**src/rtl/branch_target_cache_pkg.sv**
```systemverilog
// Shared definitions for the fetch-side branch target cache, the decoder and the PC mux.
// Holds the PCSrc encodings, counter constants and the entry/resolve record layouts.
package branch_target_cache_pkg;

  typedef enum logic [2:0] {
    PCSRC_NEXT = 3'd0,
    PCSRC_BR   = 3'd1,
    PCSRC_J    = 3'd2,
    PCSRC_JR   = 3'd3,
    PCSRC_FALL = 3'd4
  } pcsrc_e;

  localparam logic [1:0] CTR_INIT = 2'b10;
  localparam logic [1:0] CTR_MAX  = 2'b11;

  typedef struct packed {
    logic        valid;
    logic [29:0] tag;
    logic [31:0] target;
    logic [1:0]  ctr;
  } btc_entry_t;

  typedef struct packed {
    logic        en;
    logic [2:0]  src;
    logic [29:0] tag;
    logic [31:0] target;
  } btc_req_t;

  // Branch/jump that fetch did not redirect: these install or refresh an entry.
  function automatic logic is_redirect(input logic [2:0] src);
    return (src == 3'(PCSRC_BR)) || (src == 3'(PCSRC_J));
  endfunction

endpackage

```
**src/rtl/btc_entry.sv**
```systemverilog
// One fully-associative branch target cache entry: state, tag comparators and training.
// req.en already excludes Flush; alloc is only raised when no entry matches the resolve PC.
module btc_entry
  import branch_target_cache_pkg::*;
(
  input  logic        gclk,
  input  logic        grst_n,
  input  logic        flush,
  input  logic [29:0] fetch_tag,
  input  btc_req_t    req,
  input  logic        cache,
  input  logic        alloc,
  output logic        fetch_hit,
  output logic        free,
  output logic        res_hit,
  output logic [31:0] target,
  output logic [1:0]  ctr
);

  btc_entry_t e;

  assign fetch_hit = e.valid && (e.tag == fetch_tag);
  assign res_hit   = e.valid && (e.tag == req.tag);
  assign free      = !e.valid;
  assign target    = e.target;
  assign ctr       = e.ctr;

  always_ff @(posedge gclk or negedge grst_n) begin
    if (!grst_n) begin
      e <= '0;
    end else if (flush) begin
      e.valid <= 1'b0;
    end else if (req.en) begin
      if (is_redirect(req.src)) begin
        if (res_hit) begin
          e.target <= req.target;
          e.ctr    <= CTR_INIT;
        end else if (alloc) begin
          e <= '{valid: 1'b1, tag: req.tag, target: req.target, ctr: CTR_INIT};
        end
      end else if (res_hit) begin
        // Only a correctly-predicted taken branch strengthens; a fall-through weakens.
        if (req.src == 3'(PCSRC_NEXT) && cache && e.ctr != CTR_MAX) begin
          e.ctr <= e.ctr + 2'd1;
        end else if (req.src == 3'(PCSRC_FALL)) begin
          e.ctr <= (e.ctr == 2'b00) ? 2'b00 : e.ctr - 2'd1;
          if (e.ctr <= 2'b01) e.valid <= 1'b0;
        end
      end
    end
  end

endmodule

```
**src/rtl/branch_target_cache.sv**
```systemverilog
// Fetch-side branch target cache: combinational lookup, registered Cache flag toward decode,
// and training from decode resolution with lowest-invalid / round-robin victim selection.
module branch_target_cache
  import branch_target_cache_pkg::*;
#(
  parameter int ENTRIES = 8,
  parameter int IDXW    = 3
) (
  input  logic        Clk,
  input  logic        Rst_n,
  input  logic [31:0] FetchPC,
  input  logic        Stall,
  input  logic        Flush,
  output logic        PredTaken,
  output logic [31:0] PredTarget,
  output logic        Cache,
  input  logic        ResolveValid,
  input  logic [31:0] ResolvePC,
  input  logic [31:0] ResolveTarget,
  input  logic [2:0]  PCSrc
);

  btc_req_t                        req;
  logic [ENTRIES-1:0]              fetch_hit, free, res_hit, alloc;
  logic [ENTRIES-1:0][31:0]        tgt;
  logic [ENTRIES-1:0][1:0]         ctr;
  logic [IDXW-1:0]                 ptr, victim;
  logic                            found, need_alloc;

  assign req = '{en: ResolveValid && !Flush, src: PCSrc,
                 tag: ResolvePC[31:2], target: ResolveTarget};

  for (genvar i = 0; i < ENTRIES; i++) begin : g_ent
    btc_entry u_ent (
      .gclk      (Clk),
      .grst_n    (Rst_n),
      .flush     (Flush),
      .fetch_tag (FetchPC[31:2]),
      .req       (req),
      .cache     (Cache),
      .alloc     (alloc[i]),
      .fetch_hit (fetch_hit[i]),
      .free      (free[i]),
      .res_hit   (res_hit[i]),
      .target    (tgt[i]),
      .ctr       (ctr[i])
    );
  end

  assign need_alloc = req.en && is_redirect(req.src) && (res_hit == '0);

  // Lowest-index invalid entry wins; only a full table falls back to the pointer.
  always_comb begin
    victim = ptr;
    found  = 1'b0;
    for (int i = 0; i < ENTRIES; i++) begin
      if (free[i] && !found) begin
        victim = IDXW'(i);
        found  = 1'b1;
      end
    end
  end

  always_comb begin
    alloc = '0;
    for (int i = 0; i < ENTRIES; i++)
      alloc[i] = need_alloc && (victim == IDXW'(i));
  end

  // Tags are unique, so the OR-reduction acts as a one-hot mux.
  always_comb begin
    PredTaken  = 1'b0;
    PredTarget = '0;
    for (int i = 0; i < ENTRIES; i++) begin
      if (fetch_hit[i]) begin
        PredTaken  = PredTaken | ctr[i][1];
        PredTarget = PredTarget | tgt[i];
      end
    end
  end

  always_ff @(posedge Clk or negedge Rst_n) begin
    if (!Rst_n) begin
      ptr   <= '0;
      Cache <= 1'b0;
    end else begin
      if (need_alloc && !found) ptr <= ptr + 1'b1;
      if (Flush)       Cache <= 1'b0;
      else if (!Stall) Cache <= PredTaken;
    end
  end

endmodule

```
**config.mk**
```make
export PLATFORM = sky130hd
export DESIGN_NAME = branch_target_cache
export DESIGN_NICKNAME = d
export VERILOG_FILES = /design/src/rtl/branch_target_cache_pkg.sv /design/src/rtl/btc_entry.sv /design/src/rtl/branch_target_cache.sv
export SDC_FILE = /design/constraint.sdc
export NUM_CORES = 1
export LEC_CHECK = 0
export BUFFER_PORTS_ARGS = -buffer_cell sky130_fd_sc_hd__buf_2
export CAP_MARGIN = 25
export CORE_MARGIN = 4
export CORE_UTILIZATION = 40
export CTS_CLUSTER_DIAMETER = 60
export DETAILED_ROUTE_END_ITERATION = 6
export HOLD_SLACK_MARGIN = 0.08
export SLEW_MARGIN = 20
export SYNTH_ARGS = -nofsm -noshare
export SYNTH_HDL_FRONTEND = slang
export SYNTH_SLANG_ARGS = --single-unit
```
**constraint.sdc**
```tcl
create_clock -name Clk -period 2.7 [get_ports Clk]
set_input_delay 0.27 -clock Clk [delete_from_list [all_inputs] [get_ports Clk]]
set_output_delay 0.27 -clock Clk [all_outputs]
set_load 0.02 [all_outputs]
```
Word-level counts from Yosys, hierarchy flattened
Cells that the tools add are included.

Add/subtract/negate cells: 17. $lt $le $gt $ge: 8. Eq/ne operators: 51. Multiplexer cells: 162. Bitwise gates (word level): 23. Reduce and logical (&&, ||, !) cells: 153.

Operators with widths (number): $mux 65 (16); $mux 62 (8); $eq 30x30->1 (16); $mux 34 (8); $mux 32 (8); $mux 31 (8); $or 32x32->32 (7); $reduce_bool 3->1 (33); $mux 2 (40); $reduce_and 5->1 (16); $mux 1 (66); $reduce_and 7->1 (8); $ne 3x3->1 const B (16); $logic_and 1x1->1 (44); $reduce_bool 2->1 (17); $reduce_and 4->1 (8); $mux 3 (8); $add 2x1->2 const B (8); $le 2x1->1 const B (8); $logic_not 2->1 (8); $ne 2x2->1 const B (8); $sub 2x1->2 const B (8); $eq 3x3->1 const B (5); $logic_not 1->1 (15); other kinds (9) (27).

Flip-flop bits (word level): 524. Bits of input ports: 104. Output and inout port bits: 34. Word-level logic and storage cells: 448.

Longest topological paths before layout
Gate-level depths: netlist (run 1).

Depth in word-level cells: 28. Mapped depth: 14. Gate-level depth less buffers: 9.

Hierarchy
Synthesis (run 1) repeated with hierarchy kept, for this count alone.

Cell total of the unflattened synthesis: 3870. Area, all modules: 36537.5 um^2.

By module, submodules not included: btc_entry (instances 8, cells each 453, area each 4350.4 um^2); branch_target_cache (instances 1, cells each 246, area each 1734.2 um^2).

Worst setup path before layout (run 1)
OpenSTA, ideal clock, no wires.

Path type: input to output. From: input port FetchPC[16]. To: output port PredTarget[15]. Arrival time: 2433 ps. Setup slack: -3 ps. Cell stages on the path: 9. Path through: buf_2 > xnor2_1 > nand4_1 > or4_1 > nor4_2 > buf_2 > buf_2 > a22oi_1 > nand3_1.

Word-level cells in the longest chain between the ends: 17. Elaborated cells between the ends (all ways): 31.

Ends and longest elaborated chain: start, declared (RTL line branch_target_cache.sv:11) `input logic [31:0] FetchPC,`; $eq 30x30->1 (RTL line btc_entry.sv:22) `assign fetch_hit = e.valid && (e.tag == fetch_tag);`; $logic_and 1x1->1 (RTL line btc_entry.sv:22); $mux 32 (RTL line branch_target_cache.sv:75) `if (fetch_hit[i]) begin`; $or 32x32->32 (RTL line branch_target_cache.sv:77) `PredTarget = PredTarget | tgt[i];`; $mux 32 (RTL line branch_target_cache.sv:75); $or 32x32->32 (RTL line branch_target_cache.sv:77); $mux 32 (RTL line branch_target_cache.sv:75); $or 32x32->32 (RTL line branch_target_cache.sv:77); $mux 32 (RTL line branch_target_cache.sv:75); $or 32x32->32 (RTL line branch_target_cache.sv:77); $mux 32 (RTL line branch_target_cache.sv:75); $or 32x32->32 (RTL line branch_target_cache.sv:77); $mux 32 (RTL line branch_target_cache.sv:75); $or 32x32->32 (RTL line branch_target_cache.sv:77); $mux 32 (RTL line branch_target_cache.sv:75); $or 32x32->32 (RTL line branch_target_cache.sv:77); $mux 32 * (RTL line branch_target_cache.sv:75); end, declared (RTL line branch_target_cache.sv:15) `output logic [31:0] PredTarget,`.

Mark *: on every way between the ends. The rest lies on a longest branch, timed or not.

Worst setup path after layout (run 1)
From: register g_ent[7].u_ent.e[58] in the netlist's numbering. To: output port PredTarget[9].

Word-level cells in the longest chain between the ends: 3.

Ends and longest elaborated chain: start, declared (RTL line btc_entry.sv:20) `btc_entry_t e;`; start signal, assigned (RTL line btc_entry.sv:39) `e <= '{valid: 1'b1, tag: req.tag, target: req.target, ctr: CTR_INIT};`; $eq 30x30->1 (RTL line btc_entry.sv:22); $logic_and 1x1->1 (RTL line btc_entry.sv:22); $mux 32 (RTL line branch_target_cache.sv:75).

Every way passes these cells.

==> impl_results.md, run 1 <==
- Outcome: finished, violations left
- Failing checks: negative setup slack
- Wirelength, routed: about 110000 um
- Max-slew headroom: 48.0%
- Yosys cell types: 65
- Bufs on Longest Clock Path: 3
- Clk root buf: clkbuf_16
- First-pass GRT wire length: around 160000 um
- Port Buf Inserts: about 130
- Global route overflow: 0
- I/O pin total: 138
- Pint: between 10 and 15 mW
- Critical Path Start Type: flop
- Starting DRT DRC Count: roughly 2.1k
- DIE HEIGHT: roughly 270 um
- Ant. Diodes: 0
- Share of cells above drive strength 1: between 40% and 50%
- Min-Delay Path Class: in -> reg
- Post-Syn Instances: about 2.3k
- Skew-Pair Late Insertion Delay: approximately 650 ps
- Comb power frac: 14.2%
- Max-Cap Viols: 0
- Synth Register Bits: approximately 520
- Critical path endpoint: PredTarget[9]
- Number of cells on the worst reg-to-reg path: 19
- Yosys Warn Count: 0
- Die ar.: around 76000 um2
- Nets: a little over 3k
- Synth Area per Inst: around 12 um2
- Synthesis-to-layout area growth: 42.1%
- CTS tree: built
- Crit Path Category: reg -> out
- RR Startpoint: g_ent[7].u_ent.e[44]
- FF-to-FF End: g_ent[7].u_ent.target[29]
- Switching share of power: a little over a quarter
- Worst-path clk slew: around 60 ps
- Final clock period utilization by the worst path: 128%
- Area leader, netlist: dfrtp_1
- ANT nets after route: 0
- Post-Syn Area: roughly 28000 um2
- Pre-Repair DR Iteration Count: 5
- Final hold vios: 0
- Number of synthesized flops with an enable pin: 0
- Drt wl/cell: approximately 28 um
- Total power: a little under 20 mW
- Async SR Flop Fraction: between 90% and 100%
- Vias in the first global route: between 20k and 25k
- Vias/cell: ~5.7
- Pwr Density: 489 nW/um2
- # rows: 97
- Critical path origin: g_ent[7].u_ent.e[58]
- Final Slew Violations: 0
- Worst Slack Setup Final: -751 ps
- Final setup vio count: approximately 550
- CP Max Fanout: 6
- Clock power frac: 43.4%
- Synth area leaders: dfrtp_1, mux2_2, xnor2_1
- Clock skew: between 50 and 60 ps
- R2r setup slk: -540 ps
- RSZ-0062 raised after global routing: yes
- Initial Utilization: 40.5%
- Routed vias: 22.8k
- Fin crit period: 3450 ps
- Clk sinks: 524
- Sequential element share of the synthesized area: 46.1%
- Critical Path End Type: output port
- HPWL Detailed: roughly 70000 um
- CTS Buf Count: roughly 60
- Max H-tree Level: 2
- Leakage: approximately 19 nW
- # DRC: 0
- Worst Tran Pin Value: between 700 and 800 ps
- Final design utilization: about 58%
- Fmax: just under 300 MHz
- Share of the synthesized area in the top cell type: 46.1%
- Initial antenna violation count: 0
- Floorplan core area: about 70000 um2
- Switching pwr: around 5.2 mW
- Ys flop type: dfrtp_1
- Max VDD drop: 505 uV
- Post-Syn Nets: about 2.5k
- GP Congestion: ~0.97
- Flop pwr share: a little over two fifths
- Die W: around 270 um
- WP data arrival: around 3200 ps
- WP data required: between 2000 and 2500 ps
- Pin count of the biggest net entering global routing: around 110
- GRT Total Usage: 27.7%
worst min path at each step:
stage / from / end / slack (ps) / cells past startpoint
floorplan: Rst_n / Cache / -30 / 0
global placement: Rst_n / Cache / 300 / 1
detailed placement: Rst_n / g_ent[2].u_ent.target[2] / 300 / 1
CTS: ResolvePC[29] / g_ent[3].u_ent.e[61] / 80 / 3
global route: ResolvePC[2] / g_ent[1].u_ent.e[34] / 90 / 2
finish: ResolvePC[27] / g_ent[5].u_ent.e[59] / 110 / 3
power groups by stage:
| stage | Combinational (mW) | Clock, mW | Sequential (mW) |
|---|---|---|---|
| 3_3_place_gp | 2.47 | 0 | 8.51 |
| 4_1_cts | 2.67 | 8.63 | 8.39 |
| 2_1_floorplan | 1.25 | 0 | 8.51 |
| 5_1_grt | 2.96 | 8.96 | 8.43 |
| 6_report | 2.80 | 8.58 | 8.40 |
| 3_5_place_dp | 2.50 | 0 | 8.53 |
critical path: stages (launching register included):
cell	delay, ps
dfrtp_1	380
buf_4	160
xor2_1	170
nor4_2	300
nand4_1	270
nor4_4	470
buf_12	180
buf_12	130
buf_12	120
a22o_1	120
a221oi_1	50
nand3_1	100
buf_6	120
layout by cell type, fill, tap and decap left out, types with 18 or more instances in the layout:
cell type,Yosys,routed
buf_4,42,374
buf_16,0,25
nand3_1,47,34
a22oi_1,66,48
nor2_1,24,22
a22oi_2,0,18
dfrtp_1,524,522
mux2_2,317,194
nand4_1,124,124
xor2_1,107,101
mux2_4,86,270
a22o_1,34,32
nand2_1,114,110
nor4_1,49,30
clkbuf_16,0,75
inv_1,21,21
dlygate4sd3_1,0,53
ha_1,25,25
buf_6,20,92
xnor2_2,0,25
xnor2_1,377,347
buf_2,94,99
buf_12,0,92
state kept, by name, indices dropped and copies added, names as in the netlist:
signal              flops
g_ent.u_ent.ctr        16
g_ent.u_ent.e         248
Cache                   1
g_ent.u_ent.target    256
ptr                     3
synth_stat cells (3+ instances only):
master / n
ha_1: 25
a221oi_1: 33
nor4_2: 8
o311ai_0: 5
nor3_1: 9
o31ai_1: 6
mux2_4: 86
nand3_1: 47
a21oi_1: 11
buf_6: 20
nor2b_1: 4
o21ai_1: 3
o22ai_1: 7
inv_1: 21
nand4_1: 124
buf_4: 42
buf_2: 94
a22o_1: 34
o21ai_0: 17
or2_2: 4
nand3b_1: 3
mux2_2: 317
nor2_2: 3
clkbuf_1: 18
or3_1: 5
a31o_2: 3
xor2_1: 107
nor4_1: 49
o211ai_1: 3
nor4b_1: 4
nand4_2: 3
nand4b_1: 5
xnor2_1: 377
dfrtp_1: 524
or4_1: 7
mux2_1: 64
nand2_1: 114
a22oi_1: 66
mux2i_1: 6
nor2_1: 24
nand2b_1: 3
timing repair:
item | 4_1_cts | 5_1_grt
resized for setup | 332 | 223
cloned | 26 | 17
endpoints found under the hold margin | 334 | 0
setup endpoints to repair | 552 | 557
pin swaps | 98 | 76
buffers inserted | 68 | 53
hold buffers | 54 | 0
cells by family (layout without fill, tap and decap cells):
family                   Yosys count  count (layout)  synth area share, %
XOR/XNOR                         484             484                 14.9
adder cells (fa/ha/maj)           25              25                 1.10
AND/OR/NAND/NOR                  433             433                 8.67
AO/OA/AOI/OAI                    200             200                 5.40
buffers and inverters            196             895                 4.08
flip-flops                       524             524                 46.1
multiplexers                     473             473                 19.8
metrics by stage:
stage | worst slack, ps | hold WS, ps | area [um2] | setup TNS [ps] | instances
CTS | -746 | 81.5 | 38900 | -218920 | 3920
floorplan | 19.0 | -25.6 | 28500 | 0 | 2335
global route | -870 | 94.0 | 40500 | -243180 | 3974
finish | -751 | 109 | 40500 | -200170 | 3974
global placement | -560 | 295 | 33500 | -249980 | 3665
detailed placement | -627 | 296 | 33500 | -265820 | 3665
per-layer routing:
metal	GRT usage (%)	vias up	routed length, um
li1	-	9653	-
met1	36.0	11700	44500
met2	46.0	1055	52300
met3	4.06	327	7750
met4	12.5	0	6170
met5	0	-	0
layout make-up:
cell class	count	area (um2)
Tap cell	940	1180
Clock inverter	20	315
Clock buffer	88	1750
Fill cell	5497	29800
Sequential cell	524	13100
Multi-Input combinational cell	1615	16000
Inverter	22	82.6
Timing Repair Buffer	765	8030
No activity file was read; power rests on OpenSTA's default activity.
==> run 2: changes to the inputs <==
==> constraint.sdc (replaced) <==
create_clock -name Clk -period 2.7 [get_ports Clk]
set_input_delay 0.135 -clock Clk [delete_from_list [all_inputs] [get_ports Clk]]
set_output_delay 0.135 -clock Clk [all_outputs]
set_load 0.02 [all_outputs]
==> run 2 against run 1 <==
Against the previous run:
- count of clock-buffer cells in the layout is 11 lower
- register-to-register slack better by 200 ps
- hold slack lost 13 ps
- critical path depth is 1 lower
- via count rose by 0.85%
- the run still ends with negative setup slack left
- sequential share of layout area grew 0.19 points
- utilization decreased by 0.34 points
- die area did not move
- cell area is 0.59% lower
- global-route usage rose by 1.4 points
- sequential cell count did not move
- highest routed layer unchanged
- fmax increased by 1.2%
- critical endpoint is now PredTarget[30]
==> impl_results.md, run 2 (synthesized netlist as in run 1, its figures left out) <==
- Leakage: 19.2 nW
- WP data arrival: around 3300 ps
- Finished Cell Area: 40200 um2
- GRT Total Usage: around 29%
- Met2 Use GR: 48.0%
- Grt met3 use: 3.98%
- Vias in the first global route: 24.1k
- Pin count of the biggest net entering global routing: 90
- FF-to-FF End: g_ent[2].u_ent.target[3]
- Starting DRT DRC Count: approximately 2.2k
- Max-slew headroom: 32.2%
- Fin crit period: about 3400 ps
- Worst Tran Pin Value: a little over 1000 ps
- Max-Cap Viols: 0
- Global route overflow: 0
- Pwr Density: around 510 nW/um2
- Final hold vios: 0
- Final clock period utilization by the worst path: 126%
- Initial antenna violation count: 0
- Max H-tree Level: 2
- Outcome: finished, violations left
- Max reg flops: ~260
- CP Max Fanout: 8
- Top Registers: g_ent.u_ent.target x256, g_ent.u_ent.e x248, g_ent.u_ent.ctr x16
- Worst Slack Setup Final: -710 ps
- Min-Delay Path Class: in -> reg
- Failing checks: negative setup slack
- Multi-input gate area: roughly 16000 um2
- Bufs on Longest Clock Path: 3
- Clk sinks: 524
- Die ar.: about 76000 um2
- I/O pin total: between 100 and 150
- Commonest non-fill, non-tap cell in the layout: dfrtp_1
- R2r setup slk: -340 ps
- Die W: 275 um
- Number of cells on the worst reg-to-reg path: 14
- Fillers: around 5.6k
- Vias/cell: approximately 5.7
- HPWL Detailed: 74100 um
- DP Area: between 30000 and 40000 um2
- Initial Utilization: around two fifths
- Critical Path End Type: output port
- Skew-Pair Late Insertion Delay: a little under 700 ps
- GRT met1 Usage: 36.8%
- Crit Path Category: reg -> out
- Final setup vio count: approximately 530
- Seq. cell area: between 10000 and 15000 um2
- Clock skew: ~80 ps
- Clk root buf: clkbuf_16
- Pre-Repair DR Iteration Count: 5
- Final Slew Violations: 0
- Most frequent cells in the layout: dfrtp_1, buf_4, xnor2_1
- Fmax: between 200 and 300 MHz
- # rows: a little under 100
- Routed vias: around 23k
- Share of cells above drive strength 1: 46.2%
- DP Worst Slack: -874 ps
- Wirelength, routed: ~120000 um
- Ant. Diodes: 0
- Critical path origin: g_ent[5].u_ent.e[53]
- Max VDD drop: a little under 700 uV
- # DRC: 0
- Drt wl/cell: about 29 um
- Worst-path clk slew: 60 ps
- Most Crowded Layer GR: met2
- Final hold slack: around 96 ps
- CTS Buf Count: a little under 60
- Synthesis-to-layout area growth: 41.3%
- Critical path endpoint: PredTarget[30]
- WP data required: roughly 2600 ps
- Floorplan core area: about 70000 um2
- GP Congestion: between 0.9 and 1
- DIE HEIGHT: ~270 um
- Nets: about 3.2k
- Biggest register: g_ent.u_ent.target
- First-pass GRT wire length: approximately 160000 um
- ANT nets after route: 0
- Port Buf Inserts: about 130
- RR Startpoint: g_ent[4].u_ent.e[53]
- Critical Path Start Type: flop
- RSZ-0062 raised after global routing: yes
- CTS tree: built
- Final design utilization: 57.2%
[run 2: changes by cell type in the layout (fill, tap and decap cells not counted), sizes merged]
cell / before / now
inv: 25 / 24
clkbuf: 104 / 90
clkinvlp: 1 / 3
bufinv: 6 / 8
buf: 694 / 718
dlygate4sd3: 53 / 71
clkinv: 10 / 17
dlymetal6s4s: 1 / 8
[run 2: cell type report]
cell class | count | area share [%]
clock inverter | 30 | 1.08
tap | 940 | 2.92
sequential | 524 | 32.6
inverter | 22 | 0.205
multi-input combinational | 1615 | 38.9
clock buffer | 77 | 4.19
timing repair buffer | 811 | 20.1
[run 2: what timing repair did]
action	in CTS	in global routing
hold endpoints to repair	449	0
setup buffers	42	46
hold buffers	79	0
endpoints found under the setup margin	557	555
pin swaps	34	78
resized for setup	217	206
gates cloned	18	14
[run 2: per-stage QoR]
| step | cells | TNS (ps) | total power [mW] |
|---|---|---|---|
| after global routing | 4019 | -155580 | 20.9 |
| after detailed placement | 3725 | -389930 | 11.2 |
| after global placement | 3725 | -320510 | 11.2 |
| after CTS | 3970 | -164690 | 20.2 |
| final | 4019 | -119400 | 20.3 |
| after floorplan | 2335 | 0 | 9.76 |
[run 2: worst min path at each step]
stage / start / to / slack, ps / cells past startpoint
after floorplan: Rst_n / Cache / -160 / 0
after global placement: Rst_n / g_ent[7].u_ent.target[4] / 290 / 1
after detailed placement: Rst_n / ptr[1] / 310 / 1
after CTS: ResolvePC[13] / g_ent[5].u_ent.e[45] / 80 / 3
after global routing: ResolvePC[20] / g_ent[7].u_ent.e[52] / 90 / 2
final: ResolvePC[18] / g_ent[1].u_ent.e[50] / 100 / 3
[run 2: per-layer routing]
metal  up-vias  share of wire, %
met2      1046                47
met5         -                 0
li1       9748                 -
met4         0               6.7
met1     11900                39
met3       325               6.7
[run 2: worst max-delay path, cell delays in order (launching register included)]
cell and delay [ps]:
dfrtp_2 450, xnor2_2 180, nand4_1 280, or4_4 620, nor4_4 160, buf_6 160
buf_12 170, buf_12 130, a22o_1 170, a221oi_2 50, nand3_1 100, buf_6 120
[run 2: power by group]
| part | internal [mW] | leakage, nW | switching, mW |
|---|---|---|---|
| Clock | 5.17 | 1.04 | 3.64 |
| Combinational | 1.53 | 11.0 | 1.60 |
| Sequential | 8.14 | 7.17 | 0.245 |
| Total | 14.8 | 19.2 | 5.49 |
==> run 3: changes to the inputs <==
PLACE_DENSITY = 0.62   (was unset)
==> run 3 against run 2 <==
Against the previous run:
- the flow still finishes with violations (negative setup slack)
- sequential share of layout area shrank 2.0 points
- combinational power is 7.0% higher
- clock power fell by 4.1%
- sequential cell count unchanged
- count of clock-buffer cells in the layout up 12
- fmax decreased by 1.1%
- worst setup slack got worse by 36 ps
- die area unchanged
- first-iteration DRC count increased by 8.9%
- sequential power about the same
- clock skew increased by 5.0 ps
- critical endpoint is now PredTarget[0]
- largest power group unchanged
==> impl_results.md, run 3 (synthesized netlist as in run 1, its figures left out) <==
- DP Worst Slack: -652 ps
- Worst Tran Pin Value: 750 ps
- Critical Path Slowest Stage Cell: or4_4
- Wirelength, routed: between 100000 and 150000 um
- Final setup vio count: 552
- Clock skew: around 86 ps
- Max reg flops: between 200 and 300
- GRT Total Usage: between 30% and 40%
- DIE HEIGHT: between 200 and 300 um
- R2r setup slk: -650 ps
- Die ar.: approximately 76000 um2
- # rows: 97
- HPWL Detailed: 75200 um
- Biggest register: g_ent.u_ent.target
- Nets: 3283
- WP data arrival: about 3300 ps
- Fmax: around 290 MHz
- Routed vias: approximately 24k
- Floorplan core area: about 70000 um2
- Top Registers: g_ent.u_ent.target x256, g_ent.u_ent.e x248, g_ent.u_ent.ctr x16
- Share of cells above drive strength 1: about half
- Bufs on Longest Clock Path: 3
- Initial Utilization: a little over 40%
- Critical path, cell by cell: xnor2_2 -> nand4_1 -> or4_4 -> nor4_4 -> buf_12 -> buf_16 -> a22o_1 -> a221oi_2 -> nand3_1 -> buf_6
- Failing checks: negative setup slack
- Commonest non-fill, non-tap cell in the layout: dfrtp_1
- Final clock period utilization by the worst path: 128%
- Leakage: a little over 20 nW
- CTS Buf Count: 60
- RSZ-0062 raised after global routing: yes
- Crit Path Category: reg -> out
- Number of cells on the worst reg-to-reg path: 16
- Max-Cap Viols: 0
- Clk root buf: clkbuf_16
- I/O pin total: ~140
- Min-Delay Path Class: in -> async
- Fin crit period: approximately 3400 ps
- Synthesis-to-layout area growth: 50.7%
- Skew-Pair Late Insertion Delay: between 600 and 700 ps
- Pin count of the biggest net entering global routing: between 90 and 100
- Max H-tree Level: 2
- CTS tree: built
- Non-Filler Instances: 4143
- Vias/cell: approximately 6
- GP Congestion: between 0.9 and 1
- Initial antenna violation count: 2
- Critical Path End Type: output port
- Final design utilization: between 60% and 70%
- Vias in the first global route: roughly 26k
- Finished Cell Area: 42900 um2
- DP Area: ~34000 um2
- Max VDD drop: roughly 550 uV
- Pwr Density: roughly 470 nW/um2
- WP data required: roughly 2600 ps
- ANT nets after route: 0
- Most frequent cells in the layout: dfrtp_1, buf_4, mux2_4
- FF-to-FF End: g_ent[1].u_ent.e[38]
- Clk sinks: between 500 and 600
- Global route overflow: 0
- Final Slew Violations: 0
- Final hold vios: 0
- Critical Path Start Type: flop
- CP Max Fanout: 8
- Port Buf Inserts: between 100 and 150
- Starting DRT DRC Count: around 2.4k
- RR Startpoint: g_ent[0].u_ent.e[58]
- Dpl cells: between 3k and 4k
- First-pass GRT wire length: ~180000 um
- Drt wl/cell: a little over 30 um
- Total power: about 20 mW
- Worst-path clk slew: 70 ps
- Outcome: finished, violations left
- Largest stage delay, worst path: around 530 ps
- Pre-Repair DR Iteration Count: 5
- Die W: between 200 and 300 um
- # DRC: 0
- Fillers: ~5.1k
- Max-slew headroom: 50.0%
- Worst Slack Setup Final: -747 ps
## run 3: changes by cell type in the layout (fill, tap and decap cells not counted), sizes merged, moves of 4 or more
cell,change
buf,+121
clkbuf,+8
dlygate4sd3,+7
bufinv,-6
clkinv,-4
dlymetal6s4s,-4
## run 3: final cells by class
cell class	count	area [um2]	area share (%)
multi-input combinational	1615	16800	39.0
sequential	524	13100	30.6
timing repair buffer	931	9770	22.8
clock buffer	89	1800	4.20
tap	940	1180	2.74
clock inverter	19	210	0.490
inverter	22	82.6	0.192
antenna	3	7.51	0.0175
## run 3: worst max-delay path by stage
stage                    startpoint                         to  slack (ps)  cells after the start
2_1_floorplan  g_ent[5].u_ent.e[64]  g_ent[7].u_ent.target[10]         200                     12
3_3_place_gp          ResolvePC[17]  g_ent[5].u_ent.target[23]        -620                     11
3_5_place_dp          ResolvePC[17]  g_ent[1].u_ent.target[16]        -650                     11
4_1_cts        g_ent[1].u_ent.e[61]             PredTarget[25]        -650                     13
5_1_grt        g_ent[7].u_ent.e[58]              PredTarget[1]        -800                     13
6_report       g_ent[1].u_ent.e[56]              PredTarget[0]        -750                     10
## run 3: stage by stage
step	TNS, ps	hold WS, ps
floorplan	0	-161
global placement	-267890	197
detailed placement	-278080	203
CTS	-211890	81.4
global route	-270940	87.8
finish	-230390	83.2
## run 3: power by group
| group | switching, mW | total (mW) | internal (mW) | leakage [nW] |
|---|---|---|---|---|
| Combinational | 1.72 | 3.35 | 1.63 | 12.3 |
| Sequential | 0.248 | 8.39 | 8.14 | 7.16 |
| Clock | 3.65 | 8.46 | 4.81 | 1.00 |
## run 3: what timing repair did
item                                   in CTS  in global routing
pin swaps                                  94                107
gates resized for setup                   498                315
cloned                                     52                 10
hold buffers                               82                  0
setup buffers                             105                 67
setup endpoints to repair                 557                557
endpoints found under the hold margin     744                  0
## run 3: metal layers
layer	vias to the layer above	track usage (%)	routed length (um)
li1	10000	-	-
met1	12600	36.6	45600
met2	1358	52.8	59200
met3	561	5.65	9150
met4	0	24.6	12200
met5	-	0	0
## run 3: critical path, delay by kind of cell, from the launching register on
family	cells	cell delay (ps)
flops	1	440
compound gates	2	220
buf+inv	3	510
xor+xnor	1	290
simple gates	4	1140
